## src/rtl/color_manager_pkg.sv

```systemverilog
// Shared widths, FSM encodings and command/status codes for color_manager.
// The optional data-byte timeout is enabled by defining COLOR_MANAGER_TIMEOUT_EN.
package color_manager_pkg;

   localparam int UART_DATA_WIDTH           = 8;
   localparam int C_ADDR_WIDTH              = 2;
   localparam int C_DATA_WIDTH              = 8;
   localparam int CONFIG_STATUS_WIDTH       = 2;
   localparam int CONFIG_NOTIFICATION_WIDTH = 4;
   localparam int CONFIG_ERROR_WIDTH        = 4;
   localparam int VGA_NOTIFICATION_WIDTH    = 4;
   localparam int DATA_WIDTH                = 8;
   localparam int TIMEOUT_CYCLES            = 64;

   typedef enum logic [CONFIG_STATUS_WIDTH-1:0] {
      ST_IDLE      = 2'b00,
      ST_WAIT_DATA = 2'b01,
      ST_WRITING   = 2'b10
   } state_t;

   localparam logic [1:0] HDR_MARKER      = 2'b00;
   localparam logic [3:0] CMD_WRITE_COLOR = 4'hA;
   localparam logic [1:0] NOTIF_PREFIX    = 2'b01;

   localparam logic [CONFIG_ERROR_WIDTH-1:0] ERR_MARKER  = 4'h1;
   localparam logic [CONFIG_ERROR_WIDTH-1:0] ERR_COMMAND = 4'h2;
   localparam logic [CONFIG_ERROR_WIDTH-1:0] ERR_OVERRUN = 4'h3;
   localparam logic [CONFIG_ERROR_WIDTH-1:0] ERR_TIMEOUT = 4'h4;

endpackage

```

## src/rtl/color_manager_vga_out.sv

```systemverilog
// VGA output stage: sync synchroniser, quadrant select, debug pattern mux and
// mode-change notification.
module color_manager_vga_out
   import color_manager_pkg::*;
(
   input  logic                                  Clk,
   input  logic                                  rst_n,
   input  logic                                  HSync,
   input  logic                                  VSync,
   input  logic                                  Vertical_Split,
   input  logic                                  Horizontal_Split,
   input  logic                                  VGA_Debugg,
   input  logic [3:0][DATA_WIDTH-1:0]            color_tbl,
   output logic [DATA_WIDTH-1:0]                 Data_VGA,
   output logic [VGA_NOTIFICATION_WIDTH-1:0]     VGA_Notification,
   output logic                                  VGA_Notification_Valid
);

   logic       hs_meta_r;
   logic       hs_r;
   logic       vs_meta_r;
   logic       vs_r;
   logic [2:0] mode_r;
   logic [2:0] mode_s;
   logic [1:0] q_s;

   // Quadrant select from synchronised syncs gated by the split enables
   always_comb begin
      q_s    = {Horizontal_Split & vs_r, Vertical_Split & hs_r};
      mode_s = {VGA_Debugg, Horizontal_Split, Vertical_Split};
   end

   // Synchroniser, registered pixel colour and mode-change strobe
   always_ff @(posedge Clk or posedge rst_n) begin
      if (rst_n) begin
         hs_meta_r              <= 1'b0;
         hs_r                   <= 1'b0;
         vs_meta_r              <= 1'b0;
         vs_r                   <= 1'b0;
         mode_r                 <= 3'b000;
         Data_VGA               <= '0;
         VGA_Notification       <= '0;
         VGA_Notification_Valid <= 1'b0;
      end else begin
         hs_meta_r <= HSync;
         hs_r      <= hs_meta_r;
         vs_meta_r <= VSync;
         vs_r      <= vs_meta_r;
         mode_r    <= mode_s;
         if (VGA_Debugg) begin
            Data_VGA <= {4{q_s}};
         end else begin
            Data_VGA <= color_tbl[q_s];
         end
         if (mode_s != mode_r) begin
            VGA_Notification_Valid <= 1'b1;
            VGA_Notification       <= {mode_s, 1'b1};
         end else begin
            VGA_Notification_Valid <= 1'b0;
         end
      end
   end

endmodule

```

## src/rtl/color_manager.sv

```systemverilog
// Two-byte UART colour command decoder, config bus writer and quadrant colour table.
// Define COLOR_MANAGER_TIMEOUT_EN to abandon a command whose colour byte never arrives.
module color_manager
   import color_manager_pkg::*;
(
   input  logic                                  Clk,
   input  logic                                  rst_n,
   input  logic                                  Empty,
   input  logic                                  C_Rdy,
   input  logic [UART_DATA_WIDTH-1:0]            RXD_Data,
   input  logic                                  Vertical_Split,
   input  logic                                  Horizontal_Split,
   input  logic                                  VGA_Debugg,
   input  logic                                  HSync,
   input  logic                                  VSync,
   output logic [C_ADDR_WIDTH-1:0]               C_Addr,
   output logic [C_DATA_WIDTH-1:0]               C_Data,
   output logic                                  C_Valid,
   output logic [CONFIG_STATUS_WIDTH-1:0]        Config_Status,
   output logic [CONFIG_NOTIFICATION_WIDTH-1:0]  Config_Notification,
   output logic                                  Config_Notification_Valid,
   output logic [CONFIG_ERROR_WIDTH-1:0]         Config_Error,
   output logic                                  Error_Valid,
   output logic [VGA_NOTIFICATION_WIDTH-1:0]     VGA_Notification,
   output logic                                  VGA_Notification_Valid,
   output logic [DATA_WIDTH-1:0]                 Data_VGA
);

   state_t                         state_r;
   logic [C_ADDR_WIDTH-1:0]        addr_r;
   logic [3:0][DATA_WIDTH-1:0]     color_tbl_r;
`ifdef COLOR_MANAGER_TIMEOUT_EN
   localparam int TO_CNT_W = $clog2(TIMEOUT_CYCLES);
   logic [TO_CNT_W-1:0]            timeout_cnt_r;
`endif

   assign Config_Status = state_r;

   // Command FSM: header decode, colour capture, config handshake and error strobes
   always_ff @(posedge Clk or posedge rst_n) begin
      if (rst_n) begin
         state_r                   <= ST_IDLE;
         addr_r                    <= '0;
         color_tbl_r               <= '0;
         C_Addr                    <= '0;
         C_Data                    <= '0;
         C_Valid                   <= 1'b0;
         Config_Notification       <= '0;
         Config_Notification_Valid <= 1'b0;
         Config_Error              <= '0;
         Error_Valid               <= 1'b0;
`ifdef COLOR_MANAGER_TIMEOUT_EN
         timeout_cnt_r             <= '0;
`endif
      end else begin
         Config_Notification_Valid <= 1'b0;
         Error_Valid               <= 1'b0;
         case (state_r)
            ST_IDLE: begin
               if (!Empty) begin
                  if (RXD_Data[7:6] != HDR_MARKER) begin
                     Error_Valid  <= 1'b1;
                     Config_Error <= ERR_MARKER;
                  end else if (RXD_Data[3:0] != CMD_WRITE_COLOR) begin
                     Error_Valid  <= 1'b1;
                     Config_Error <= ERR_COMMAND;
                  end else begin
                     addr_r  <= RXD_Data[5:4];
                     state_r <= ST_WAIT_DATA;
`ifdef COLOR_MANAGER_TIMEOUT_EN
                     timeout_cnt_r <= '0;
`endif
                  end
               end
            end
            ST_WAIT_DATA: begin
               if (!Empty) begin
                  C_Addr              <= addr_r;
                  C_Data              <= RXD_Data;
                  C_Valid             <= 1'b1;
                  color_tbl_r[addr_r] <= RXD_Data;
                  state_r             <= ST_WRITING;
               end
`ifdef COLOR_MANAGER_TIMEOUT_EN
               else if (timeout_cnt_r == TO_CNT_W'(TIMEOUT_CYCLES - 1)) begin
                  Error_Valid  <= 1'b1;
                  Config_Error <= ERR_TIMEOUT;
                  state_r      <= ST_IDLE;
               end else begin
                  timeout_cnt_r <= timeout_cnt_r + TO_CNT_W'(1);
               end
`endif
            end
            ST_WRITING: begin
               // Bytes arriving mid-transfer are dropped, not queued
               if (!Empty) begin
                  Error_Valid  <= 1'b1;
                  Config_Error <= ERR_OVERRUN;
               end
               if (C_Rdy) begin
                  C_Valid                   <= 1'b0;
                  Config_Notification       <= {NOTIF_PREFIX, addr_r};
                  Config_Notification_Valid <= 1'b1;
                  state_r                   <= ST_IDLE;
               end
            end
            default: begin
               C_Valid <= 1'b0;
               state_r <= ST_IDLE;
            end
         endcase
      end
   end

   color_manager_vga_out u_vga_out (
      .Clk                    (Clk),
      .rst_n                  (rst_n),
      .HSync                  (HSync),
      .VSync                  (VSync),
      .Vertical_Split         (Vertical_Split),
      .Horizontal_Split       (Horizontal_Split),
      .VGA_Debugg             (VGA_Debugg),
      .color_tbl              (color_tbl_r),
      .Data_VGA               (Data_VGA),
      .VGA_Notification       (VGA_Notification),
      .VGA_Notification_Valid (VGA_Notification_Valid)
   );

endmodule

```

## config.mk

```make
export PLATFORM = sky130hd
export DESIGN_NAME = color_manager
export DESIGN_NICKNAME = d
export VERILOG_FILES = /design/src/rtl/color_manager_pkg.sv /design/src/rtl/color_manager_vga_out.sv /design/src/rtl/color_manager.sv
export SDC_FILE = /design/constraint.sdc
export NUM_CORES = 1
export LEC_CHECK = 0
export ABC_AREA = 1
export BUFFER_PORTS_ARGS = -buffer_cell sky130_fd_sc_hd__buf_2
export CORE_MARGIN = 3
export CORE_UTILIZATION = 42
export DETAILED_ROUTE_END_ITERATION = 7
export PLACE_DENSITY = 0.73
export REMOVE_ABC_BUFFERS = 1
export SETUP_SLACK_MARGIN = 0.05
export SYNTH_ARGS = -nofsm -noshare
export SYNTH_HDL_FRONTEND = slang
export SYNTH_HIERARCHICAL = 1
export SYNTH_SLANG_ARGS = --single-unit
```

## constraint.sdc

```tcl
create_clock -name Clk -period 2 [get_ports Clk]
set_clock_uncertainty 0.1 [all_clocks]
set_input_delay 0.1 -clock Clk [delete_from_list [all_inputs] [get_ports Clk]]
set_output_delay 0.1 -clock Clk [all_outputs]
set_load 0.01 [all_outputs]
```

Word level (Yosys, flattened, before mapping)

Index checks and enable logic that the tools add are counted.

Word-level logic and storage cells: 79
Bits of input ports: 17
Output and inout port bits: 36
Bits in registers: 76

Reductions and logical operators: 10
Mux-type cells: 28
Bitwise logic cells: 6
Order comparisons: 3
Eq/ne operators: 11

Operators with widths:

| cell                                                | number |
|---|---|
| bitwise mux 32 bit                                  | 1 |
| 2-to-1 mux 8 bit                                    | 3 |
| binary-select mux 8 bit (select 2 bit)              | 1 |
| demux 8 bit (select 2 bit)                          | 1 |
| 2-to-1 mux 4 bit                                    | 4 |
| != test 2 bit, second input constant                | 6 |
| 2-to-1 mux 2 bit                                    | 5 |
| 2-to-1 mux 1 bit                                    | 9 |
| case mux 4 bit (2 select lines)                     | 1 |
| AND reduction 4 bit                                 | 2 |
| < comparator 2 x 3 -> 1 bit, second input constant  | 2 |
| case mux 2 bit (3 select lines)                     | 1 |
| AND reduction 5 bit                                 | 1 |
| != test 4 bit, second input constant                | 1 |
| NOT 1 bit                                           | 4 |
| AND reduction 2 bit                                 | 2 |
| nonzero test 2 bit                                  | 2 |
| != test 3 bit                                       | 1 |
| != test 3 bit, second input constant                | 1 |
| case mux 1 bit (3 select lines)                     | 1 |
| AND reduction 3 bit                                 | 1 |
| AND 1 bit                                           | 2 |
| equality test 2 x 1 -> 1 bit, second input constant | 1 |
| equality test 2 bit, second input constant          | 1 |
| other kinds (4)                                     | 4 |

Depth between registers and ports, before layout

Gate-level depths: netlist (run 1).

Depth after elaboration: 5
Mapped depth: 7
Gate-level depth less buffers: 7

Hierarchy

Netlist (run 1), hierarchy kept.

By module, submodules not included:

| module                | seq. area each (µm²) | instances | area an instance (µm²) | cells each |
|---|---|---|---|---|
| color_manager         | 1351.3               | 1         | 2167.1                 | 222 |
| color_manager_vga_out | 500.5                | 1         | 1114.8                 | 118 |

Worst setup path before layout (run 1)

No wires, ideal clock.

Path type: register to register
Start: register state_r[1], in the netlist Config_Status[1]
End: register color_tbl_r[1] in the netlist's numbering
Arrival time: 1193 ps
Clock period less this slack: 1414 ps
Path buffers: 1
Slack: 586 ps
Data required time: 1779 ps
Cell stages (with the launch flop): 6
Library setup time: 121 ps
Cells stage by stage: dfrtp_1 nor3_4 nand3_2 buf_6 nand2_1 o21ai_2

Longest elaborated chain between the ends: 2

RTL lines:

| item                           | RTL line            | source |
|---|---|---|
| start: declaration             | color_manager.sv:29 | `state_t state_r;` |
| start signal: assignment       | color_manager.sv:42 | `state_r <= ST_IDLE;` |
| start signal: assignment       | color_manager.sv:69 | `state_r <= ST_WAIT_DATA;` |
| start signal: assignment       | color_manager.sv:82 | `state_r <= ST_WRITING;` |
| equality test 2 x 1 -> 1 bit   | color_manager.sv:58 | `case (state_r)` |
| AND reduction 2 bit (no line)  | --                  |  |
| end signal: indexed assignment | color_manager.sv:81 | `color_tbl_r[addr_r] <= RXD_Data;` |
| end: declaration               | color_manager.sv:31 | `logic [3:0][DATA_WIDTH-1:0] color_tbl_r;` |

No other way between the ends.
A chain may end at the register's enable or synchronous reset.

Worst setup path after layout (run 1)

Same ends and word-level chain as after synthesis.

==> summary.txt, run 1 <==
Yosys
  • Asr flop ratio synth: 100%
  • Post-synthesis cell area: about 3300 sq um
  • Sequential-to-total area share from yosys stat: a little under three fifths
  • Cells after Synth: between 300 and 400
  • Count of synthesis-stage warnings from yosys: 6
  • EDFF count, synth: 0
  • Area share of the largest cell type after synthesis: between 50% and 60%
  • Top-count cell post-synth: nand2_1
  • Top_reg_cell synth: dfrtp_1
  • Area contributors post-synth: dfrtp_1, nand2_1, nand3_2, nand3_1, o21ai_1
  • #FFs+latches synth: between 70 and 80
  • Post-synth top cells: nand2_1, dfrtp_1, nand3_1, inv_1, o21ai_1
  • Cell variety after synth: 22
  • Synth Area per Inst: 9.65 sq um
  • Synth area leader: dfrtp_1

Timing
  • Final setup vio count: 0
  • Final hold slack: 0.0271 ns
  • Setup TNS: 0 ns
  • Worst Max-Slew Pin Slew: between 0.7 and 0.8 ns
  • Pins Over Slew Limit: 0
  • Crit share post-route: between 80% and 90%
  • Min cycle time layout: 1.62 ns
  • RSZ-0062 raised after global routing: false
  • Fmax: ~0.6 GHz
  • Final hold vios: 0
  • Slew headroom: between 50% and 60%

Setup path
  • Critical path launch point type: register
  • Critical path peak fanout: 16
  • Largest stage delay on the critical path: between 0.4 and 0.5 ns
  • Crit path cell chain: nor3_4 > nand3_2 > nand2_1 > o21ai_2
  • Worst setup EP type: register
  • RR Startpoint: Config_Status[1]
  • Worst path required time: roughly 2.1 ns
  • Crit-path slowest cell: dfrtp_1
  • Worst Path Arrival: ~1.8 ns
  • Setup crit end: color_tbl_r[1]
  • R2R setup slack: roughly 0.38 ns
  • Reg-to-Reg End: color_tbl_r[1]
  • CP startpoint: Config_Status[1]
  • Critical path type: reg -> reg
  • Reg2Reg Depth: 4

Routing
  • DRT met1 WL: about 3.2 mm
  • DR DRC count: 0
  • Avg WL per Cell: 13.6 um
  • Metal2 WL: around 3.1 mm
  • Initial DRC Count: 132
  • Antenna Nets Post-Route: 0
  • Top Layer Used: met4
  • Vias per cell: approximately 4.9
  • Vias: roughly 2,500
  • Met3 wire length: roughly 420 um
  • DR pass1 iterations: 4
  • Overall routed net length: between 6 and 7 mm

Global route
  • Initial antenna violation count: 0
  • Vias in the first global route: ~2,500
  • Maximum number of pins on one net before global-route repair: 29
  • Gr ovfl total: 0
  • Total track usage: between 10% and 20%
  • First-pass GRT wire length: 11.8 mm

Finish
  • Layout cells sized above 1: around a quarter
  • Area delta synth->final: 17.4%
  • Fillers: 695
  • Diodes inserted: 0
  • Nets: approximately 420

Power and ir drop
  • Worst vdd ir: about 530 uV
  • Clock network power share: around 37%
  • Leakage: roughly 2.0 nW
  • Sw Ratio: roughly a quarter
  • P per Cell Area: 886 nW/um^2
  • Internal cell power: ~2.5 mW
  • Combinational share of power: between 10% and 20%
  • Reg power frac: between 40% and 50%
  • Sw power: between 800 and 900 uW

Floorplan
  • I/O pin count: 53
  • Full die area: around 9000 sq um
  • Die H: about 94 um
  • Row count: 31
  • Initial cell density of the core: between 40% and 50%
  • Core ar.: 7410 sq um
  • DIE WIDTH: 94.4 um

Worst hold path
  • Hold crit path type: in -> reg

Clocking
  • Root buffer cell: clkbuf_8
  • Cts repair resizes: 0
  • CTS Sinks: 74
  • Worst-path clk slew: 0.08 ns
  • Post-CTS setup buffer count: 0
  • Latest clock arrival within the worst-skew pair: 0.34 ns
  • H-tree Lvls: 3
  • TritonCTS clock tree: yes
  • Clk buf depth: 2
  • CTS Hold Bufs: 9
  • CTS Buf Count: 9

Placed design
  • DP HPWL: around 4.8 mm
  • Port Buffers: slightly below 50
  • Placer Congestion: about 0.88

Run
  • # Max-Cap Violations: 0

Outcome
  • Outcome: finished, final reports clean
-- state kept, by name, summed over array words and instances, names as in the netlist --
name                              flops
Config_Notification_Valid             1
Config_Status                         2
u_vga_out/VGA_Notification_Valid      1
C_Valid                               1
C_Addr                                2
color_tbl_r                          32
u_vga_out/Data_VGA                    8
Error_Valid                           1
u_vga_out/vs_meta_r                   1
addr_r                                2
Config_Notification                   3
C_Data                                8
u_vga_out/hs_meta_r                   1
u_vga_out/mode_r                      3
Config_Error                          2
u_vga_out/vs_r                        1
u_vga_out/VGA_Notification            4
u_vga_out/hs_r                        1
-- through the flow --
stage	utilization, %	cell area, sq um	instances	total power [mW]	setup slack (ns)
4_1_cts	52.0	3850	503	3.46	0.383
2_1_floorplan	-	3140	328	1.99	0.485
3_3_place_gp	47.9	3550	479	2.16	0.455
5_1_grt	52.0	3850	503	3.60	0.191
3_5_place_dp	47.9	3550	479	2.18	0.405
6_report	52.0	3850	503	3.41	0.378
-- cells by family (layout without fill, tap and decap cells) --
| logic type | after synthesis | in the layout | share of synthesized area (%) |
|---|---|---|---|
| flops | 74 | 74 | 56.4 |
| compound gates | 49 | 49 | 8.39 |
| simple gates | 170 | 170 | 25.8 |
| xor+xnor | 1 | 1 | 0.839 |
| buf+inv | 45 | 107 | 8.46 |
| other cells | 1 | 3 | 0.114 |
-- worst min-delay path by stage --
stage                     slack (ns)               endpoint   startpoint  depth (start not counted)
after CTS                      0.008        color_tbl_r[26]  RXD_Data[2]                          3
after global routing            0.02         color_tbl_r[2]  RXD_Data[2]                          3
after global placement          0.11         color_tbl_r[1]        rst_n                          2
final                           0.03        color_tbl_r[26]  RXD_Data[2]                          3
after floorplan                -0.04  u_vga_out/Data_VGA[0]        rst_n                          1
after detailed placement        0.11    u_vga_out/vs_meta_r        VSync                          1
-- area by class of cell --
type	count	area, sq um	area share [%]
Sequential cell	74	1850	48.1
Multi-Input combinational cell	223	1160	30.1
Timing Repair Buffer	61	370	9.61
Clock buffer	10	138	3.57
Inverter	31	130	3.38
Tap cell	99	124	3.22
Clock inverter	5	78.8	2.05
-- layout by cell type, fill, tap and decap left out --
| cell type | instances |
|---|---|
| nand2_1 | 101 |
| dfrtp_1 | 74 |
| buf_2 | 49 |
| nand3_1 | 31 |
| inv_1 | 27 |
| o21ai_1 | 26 |
| nand3_2 | 21 |
| o21ai_0 | 15 |
| clkbuf_8 | 10 |
| dlygate4sd3_1 | 9 |
| o21ai_2 | 8 |
| nor2_1 | 8 |
| nand4_1 | 5 |
| inv_2 | 3 |
| conb_1 | 3 |
| clkinv_2 | 2 |
| bufinv_16 | 2 |
| buf_4 | 2 |
| nor3_4 | 1 |
| or2_2 | 1 |
| clkinv_4 | 1 |
| buf_12 | 1 |
| xnor2_4 | 1 |
| nand2_4 | 1 |
| nand2_2 | 1 |
| bufinv_8 | 1 |
-- per-layer routing --
metal  up-vias  track usage (%)
li1       1221                -
met1      1152             22.9
met2        70             27.2
met3         7             5.58
met4         0             3.85
met5         -                0
-- worst max-delay path: cells and delay by family, from the launching register on --
family           cells  cell delay, ns
AO/OA/AOI/OAI        1            0.07
flip-flops           1            0.44
AND/OR/NAND/NOR      3            0.89
-- power by group through the flow --
stage               clock [mW]  sequential, mW  combinational [mW]
detailed placement           0            1.73               0.447
CTS                       1.29            1.71               0.462
floorplan                    0            1.77               0.219
global placement             0            1.73               0.434
finish                    1.26            1.71               0.453
global route              1.36            1.72               0.521
Note: power is estimated with default switching activity, not from simulation.
==> run 2: changes to the inputs <==
--- a/config.mk
+++ b/config.mk
@@ -5,12 +5,12 @@
 export SDC_FILE = /design/constraint.sdc
 export NUM_CORES = 1
 export LEC_CHECK = 0
-export ABC_AREA = 1
+export ABC_AREA = 0
 export BUFFER_PORTS_ARGS = -buffer_cell sky130_fd_sc_hd__buf_2
 export CORE_MARGIN = 3
 export CORE_UTILIZATION = 42
 export DETAILED_ROUTE_END_ITERATION = 7
-export PLACE_DENSITY = 0.73
+export PLACE_DENSITY = 0.76
 export REMOVE_ABC_BUFFERS = 1
 export SETUP_SLACK_MARGIN = 0.05
 export SYNTH_ARGS = -nofsm -noshare
==> constraint.sdc (replaced) <==
create_clock -name Clk -period 1.35 [get_ports Clk]
set_clock_uncertainty 0.1 [all_clocks]
set_input_delay 0.0675 -clock Clk [delete_from_list [all_inputs] [get_ports Clk]]
set_output_delay 0.0675 -clock Clk [all_outputs]
set_load 0.01 [all_outputs]
==> run 2 against run 1 <==
The run now ends with negative setup slack left. Wire length increased by 4.9%. Flip-flop and latch count unchanged. Sequential power increased by 44%. Register-to-register slack got worse by 0.49 ns. Non-clock buffer count increased by 33. Largest power group unchanged. Highest routed layer unchanged.
==> summary.txt, run 2 <==
Outcome
  • Outcome: finished with violations
  • Violated checks: negative setup slack

Clocking
  • Latest clock arrival within the worst-skew pair: ~0.35 ns
  • Root buffer cell: clkbuf_8
  • TritonCTS clock tree: yes
  • Worst-path clk slew: around 0.090 ns
  • Clk buf depth: 2
  • CTS Buf Count: 9
  • H-tree Lvls: 3
  • CTS Sinks: 74

Timing
  • Final hold vios: 0
  • Final hold slack: roughly 0.018 ns
  • Final WS setup: -0.110 ns
  • Crit share post-route: 108%
  • Final setup vio count: 53
  • Pins Over Slew Limit: 0
  • Fmax: just under 0.7 GHz
  • Min cycle time layout: roughly 1.5 ns
  • RSZ-0062 raised after global routing: true

Global route
  • Total track usage: around 17%
  • Initial antenna violation count: 0
  • First-pass GRT wire length: 11.2 mm
  • Maximum number of pins on one net before global-route repair: 55
  • Gr ovfl total: 0
  • Vias in the first global route: around 2,100

Routing
  • Vias: 2,027
  • DR DRC count: 0
  • DR pass1 iterations: 4
  • Vias per cell: around 4.9
  • Avg WL per Cell: approximately 18 um
  • Initial DRC Count: just under 100
  • Overall routed net length: 7.19 mm
  • Antenna Nets Post-Route: 0

Yosys
  • Asr flop ratio synth: 100%
  • Top-count cell post-synth: dfrtp_1
  • Sequential-to-total area share from yosys stat: ~60%
  • Cells after Synth: approximately 210
  • Area share of the largest cell type after synthesis: about 59%
  • Simple-Gate Fraction of Synth Area: ~7.6%
  • Post-synthesis cell area: 3130 sq um
  • Xor-xnor portion of the synthesized cell area: 0.839%
  • Area contributors post-synth: dfrtp_1, mux2_4, mux2_2, mux2i_1, a211oi_1
  • EDFF count, synth: 0
  • Synth Area per Inst: between 10 and 15 sq um
  • Compound-cell area share of the yosys netlist: between 5 and 6%
  • Post-synth top cells: dfrtp_1, mux2_4, mux2_2, a211oi_1, mux2i_1
  • #FFs+latches synth: 74
  • Largest family of logic cells by synthesized area: multiplexers
  • Top_reg_cell synth: dfrtp_1
  • Count of synthesis-stage warnings from yosys: 6
  • Mux cell area share after synthesis: between 20% and 30%
  • Post-Synth Adder-Cell Area: 0%
  • Synth area leader: dfrtp_1
  • Cell variety after synth: 39

Placed design
  • DP HPWL: roughly 4.6 mm
  • Port Buffers: about 50
  • Worst slack at placement: -0.165 ns
  • Area after DPL: roughly 3600 sq um
  • Placer Congestion: 0.732
  • Placed insts: approximately 370

Finish
  • Max reg flops: 32
  • Finished Cell Area: between 4000 and 5000 sq um
  • Top reg by flops: color_tbl_r
  • Diodes inserted: 0
  • Post-Route Utilization: approximately three fifths
  • Fin cells: just over 400
  • Most frequent cells in the layout: dfrtp_1, buf_2, mux2_4
  • Layout cells sized above 1: a little over 60%
  • Fillers: 534
  • Most common cell after layout, fill and taps aside: dfrtp_1
  • Biggest regs: color_tbl_r x32, C_Data x8, u_vga_out/Data_VGA x8
  • Nets: 326
  • Area delta synth->final: 38.7%

Setup path
  • Worst Path Arrival: 1.59 ns
  • Crit-path slowest cell: dfrtp_1
  • WP buf/inv: 1
  • Worst setup EP type: register
  • Largest stage delay on the critical path: about 0.42 ns
  • Crit path max-delay family: flip-flops
  • Critical path peak fanout: 4
  • Worst path required time: 1.48 ns
  • Crit path cell chain: nor2_4 > and4b_1 > buf_4 > mux2_4
  • Critical path type: reg -> reg
  • Critical path launch point type: register

Power and ir drop
  • Worst vdd ir: slightly below 700 uV
  • Leakage: approximately 2.1 nW
  • P per Cell Area: between 1000 and 1500 nW/um^2

Floorplan
  • Initial cell density of the core: approximately 45%
  • I/O pin count: 53
  • Die H: just over 90 um
  • Full die area: between 8000 and 9000 sq um
  • DIE WIDTH: just over 90 um
  • Row count: 30
  • Core ar.: approximately 7000 sq um

Run
  • # Max-Cap Violations: 0

Worst hold path
  • Hold crit path type: in -> reg
run 2: cell types whose count changed after synthesis, sizes merged, moves of 5 or more:
cell,delta
inv,-24
mux2i,+8
a211oi,+8
buf,-5
nand3,-49
nand2,-99
o21ai,-47
mux2,+49
nor3,+6
run 2: area by class of cell:
cell class	count	area, sq um	area share (%)
Timing Repair Buffer	94	698	16.1
Tap cell	96	120	2.77
Clock inverter	7	77.6	1.79
Sequential cell	74	1850	42.7
Multi-Input combinational cell	124	1450	33.3
Inverter	6	22.5	0.519
Clock buffer	9	124	2.85
run 2: final timing paths:
kind	start	endpoint	slack, ns	cells past startpoint
min in group asynchronous	rst_n	u_vga_out/Data_VGA[3]	0.11	3
max in group asynchronous	rst_n	u_vga_out/mode_r[0]	0.59	4
worst max-delay path	Config_Status[1]	color_tbl_r[10]	-0.11	4
worst max register to register	Config_Status[1]	color_tbl_r[10]	-0.11	4
worst min register to register	u_vga_out/hs_meta_r	u_vga_out/hs_r	0.26	0
worst min-delay path	RXD_Data[3]	color_tbl_r[27]	0.02	3
run 2: logic make-up after synthesis:
logic type             count (synthesis)
other                                  1
AND/OR/NAND/NOR                       36
multiplexers                          57
flip-flops                            74
AO/OA/AOI/OAI                         25
buffers and inverters                 16
XOR/XNOR                               3
run 2: power breakdown:
part	leakage [nW]	total (mW)	switching [mW]	internal (mW)
Sequential	0.962	2.47	0.101	2.37
Combinational	1.05	0.745	0.346	0.399
Clock	0.0998	1.73	0.861	0.865
run 2: stage by stage:
stage          power (mW)  TNS (ns)
6_report             4.94     -3.83
5_1_grt              5.15     -6.20
4_1_cts              4.92     -2.58
3_5_place_dp         3.09     -5.45
3_3_place_gp         3.07     -3.81
2_1_floorplan        2.80    -17.88
run 2: per-layer routing:
layer / global-route usage (%) / share of wire [%] / vias up
li1: - / - / 949
met1: 21.9 / 44 / 1011
met2: 28.5 / 51 / 59
met3: 4.71 / 4.4 / 8
met4: 6.68 / 1.3 / 0
met5: 0 / 0 / -
run 2: repair_timing:
item,CTS,global route
hold buffers,13,0
resized for setup,37,29
endpoints found under the setup margin,57,62
gates cloned,1,0
hold endpoints to repair,101,0
setup buffers,4,4
pin swaps,15,12
run 2: tightest hold or removal path, delay by kind of cell:
family | cells | cell delay [ns]
muxes | 1 | 0.13
buffers and inverters | 2 | 0.23
==> run 3: changes to the inputs <==
--- a/config.mk
+++ b/config.mk
@@ -10,7 +10,7 @@
 export CORE_MARGIN = 3
 export CORE_UTILIZATION = 42
 export DETAILED_ROUTE_END_ITERATION = 7
-export PLACE_DENSITY = 0.76
+export PLACE_DENSITY = 0.74
 export REMOVE_ABC_BUFFERS = 1
 export SETUP_SLACK_MARGIN = 0.05
 export SYNTH_ARGS = -nofsm -noshare
==> constraint.sdc (replaced) <==
create_clock -name Clk -period 1.4 [get_ports Clk]
set_clock_uncertainty 0.1 [all_clocks]
set_input_delay 0.07 -clock Clk [delete_from_list [all_inputs] [get_ports Clk]]
set_output_delay 0.07 -clock Clk [all_outputs]
set_load 0.01 [all_outputs]
==> run 3 against run 2 <==
The run still ends with negative setup slack left. Non-clock buffer count down 2. Critical path depth stayed put. Die area stayed put. Global-route usage fell by 0.16 points. Power fell by 1.2%. Critical path type unchanged. Highest routed layer unchanged.
==> summary.txt, run 3 (same netlist as run 2, synthesis figures left out) <==
Outcome
  • Outcome: finished with violations
  • Violated checks: negative setup slack

Placed design
  • DP HPWL: 4.50 mm
  • Placer Congestion: 0.719
  • Port Buffers: between 40 and 50

Clocking
  • Latest clock arrival within the worst-skew pair: 0.35 ns
  • Clk buf depth: 2
  • CTS Buf Count: 9
  • Root buffer cell: clkbuf_8
  • TritonCTS clock tree: yes
  • Worst-path clk slew: about 0.08 ns
  • CTS Sinks: 74
  • H-tree Lvls: 3

Global route
  • Initial antenna violation count: 0
  • First-pass GRT wire length: 11.2 mm
  • Vias in the first global route: around 2,200
  • Gr ovfl total: 0
  • Maximum number of pins on one net before global-route repair: 55
  • Total track usage: approximately 17%

Routing
  • DR pass1 iterations: 4
  • Avg WL per Cell: 16.9 um
  • Antenna Nets Post-Route: 0
  • Vias: between 2,000 and 2,500
  • Vias per cell: ~5
  • Initial DRC Count: 54
  • DR DRC count: 0
  • Overall routed net length: 6.92 mm

Worst hold path
  • Hold crit path type: in -> reg

Floorplan
  • DIE WIDTH: between 90 and 100 um
  • Full die area: between 8000 and 9000 sq um
  • Row count: 30
  • Core ar.: about 7000 sq um
  • I/O pin count: between 50 and 60
  • Initial cell density of the core: between 40% and 50%
  • Die H: ~92 um

Finish
  • Layout cells sized above 1: 58.7%
  • Biggest regs: color_tbl_r x32, C_Data x8, u_vga_out/Data_VGA x8
  • Most common cell after layout, fill and taps aside: dfrtp_1
  • Top reg by flops: color_tbl_r
  • Area delta synth->final: 39.6%
  • Diodes inserted: 0
  • Most frequent cells in the layout: dfrtp_1, buf_2, mux2_4
  • Post-Route Utilization: ~62%
  • Max reg flops: 32
  • Nets: around 320

Setup path
  • Worst Path Arrival: about 1.6 ns
  • Largest stage delay on the critical path: about 0.43 ns
  • Worst path required time: between 1.5 and 2 ns
  • Crit-path slowest cell: dfrtp_1
  • Worst setup EP type: register
  • WP buf/inv: 2
  • Crit path max-delay family: flip-flops
  • Critical path type: reg -> reg
  • Crit path cell chain: buf_6 > buf_6 > nand3b_1 > mux2_4
  • Critical path peak fanout: 4
  • Most frequent CP cell: buf_6
  • Critical path launch point type: register

Power and ir drop
  • P per Cell Area: between 1000 and 1500 nW/um^2
  • Internal cell power: about 3.7 mW
  • Clock network power share: a little under two fifths
  • Leakage: 2.11 nW
  • Final Power: slightly below 5 mW
  • Sw power: approximately 1.2 mW
  • Combinational share of power: ~14%
  • Worst vdd ir: 656 uV
  • Sw Ratio: 25.0%
  • Reg power frac: between 40% and 50%

Timing
  • Final hold slack: approximately 0.041 ns
  • Setup TNS: -1.15 ns
  • Final setup vio count: 21
  • Slew headroom: a little over half
  • Pins Over Slew Limit: 0
  • RSZ-0062 raised after global routing: true
  • Final hold vios: 0
  • Final WS setup: -0.0914 ns
  • Min cycle time layout: ~1.5 ns
  • Worst Max-Slew Pin Slew: a little over 0.7 ns
  • Fmax: ~0.67 GHz
  • Crit share post-route: 107%

Run
  • # Max-Cap Violations: 0
run 3: changes by cell type in the layout (fill, tap and decap cells not counted), sizes merged:
cell         previous run  this run
inv                     7         6
bufinv                  1         2
clkinv                  4         3
clkbuf                  9        10
buf                    81        74
clkinvlp                1         2
dlygate4sd3            13        17
run 3: power by group through the flow:
stage / Combinational, mW / Clock, mW / Sequential [mW]
5_1_grt: 0.759 / 1.93 / 2.42
6_report: 0.701 / 1.79 / 2.39
2_1_floorplan: 0.259 / 0 / 2.44
4_1_cts: 0.631 / 1.83 / 2.38
3_5_place_dp: 0.564 / 0 / 2.41
3_3_place_gp: 0.549 / 0 / 2.41
run 3: area by class of cell:
cell class | instances | area, sq um
flip-flops and latches | 74 | 1850
multi-input cells | 124 | 1440
clock buffers | 9 | 124
inverters | 6 | 22.5
fillers | 530 | 2650
clock inverters | 7 | 93.8
repair buffers | 92 | 717
well taps | 96 | 120
run 3: path summary, 6_finish.rpt:
check | startpoint | cells past startpoint | endpoint | slack [ns]
max | Config_Status[0] | 4 | Config_Notification[1] | -0.09
min | RXD_Data[2] | 3 | color_tbl_r[10] | 0.04
max reg2reg | Config_Status[0] | 4 | Config_Notification[1] | -0.09
min reg2reg | u_vga_out/vs_meta_r | 0 | u_vga_out/vs_r | 0.25
max in group asynchronous | rst_n | 3 | u_vga_out/hs_r | 0.39
min in group asynchronous | rst_n | 4 | C_Data[1] | 0.24
run 3: repair_timing:
action	CTS	global route
buffers inserted	2	1
pin swaps	6	11
endpoints found under the hold margin	112	0
endpoints found under the setup margin	56	66
hold buffers	17	0
resized for setup	20	45
gates cloned	0	1
run 3: metrics by stage:
stage | instance area, sq um | cells | setup WS (ns)
finish | 4370 | 408 | -0.0914
detailed placement | 3640 | 372 | -0.0741
global placement | 3640 | 372 | -0.0616
floorplan | 3060 | 204 | -0.338
CTS | 4130 | 406 | -0.0687
global route | 4370 | 408 | -0.131
run 3: layer usage:
metal / routed length, um / GRT usage, % / up-vias
met5: 0 / 0 / -
met4: 96 / 5.20 / 0
met3: 364 / 6.26 / 12
met2: 3410 / 27.6 / 67
met1: 3050 / 21.8 / 1016
li1: - / - / 947
run 3: worst register-to-register path, delay by kind of cell (launching register included):
| family | cells | cell delay (ns) |
|---|---|---|
| and+or+nand+nor | 1 | 0.24 |
| muxes | 1 | 0.34 |
| DFF | 1 | 0.43 |
| buffers and inverters | 2 | 0.27 |
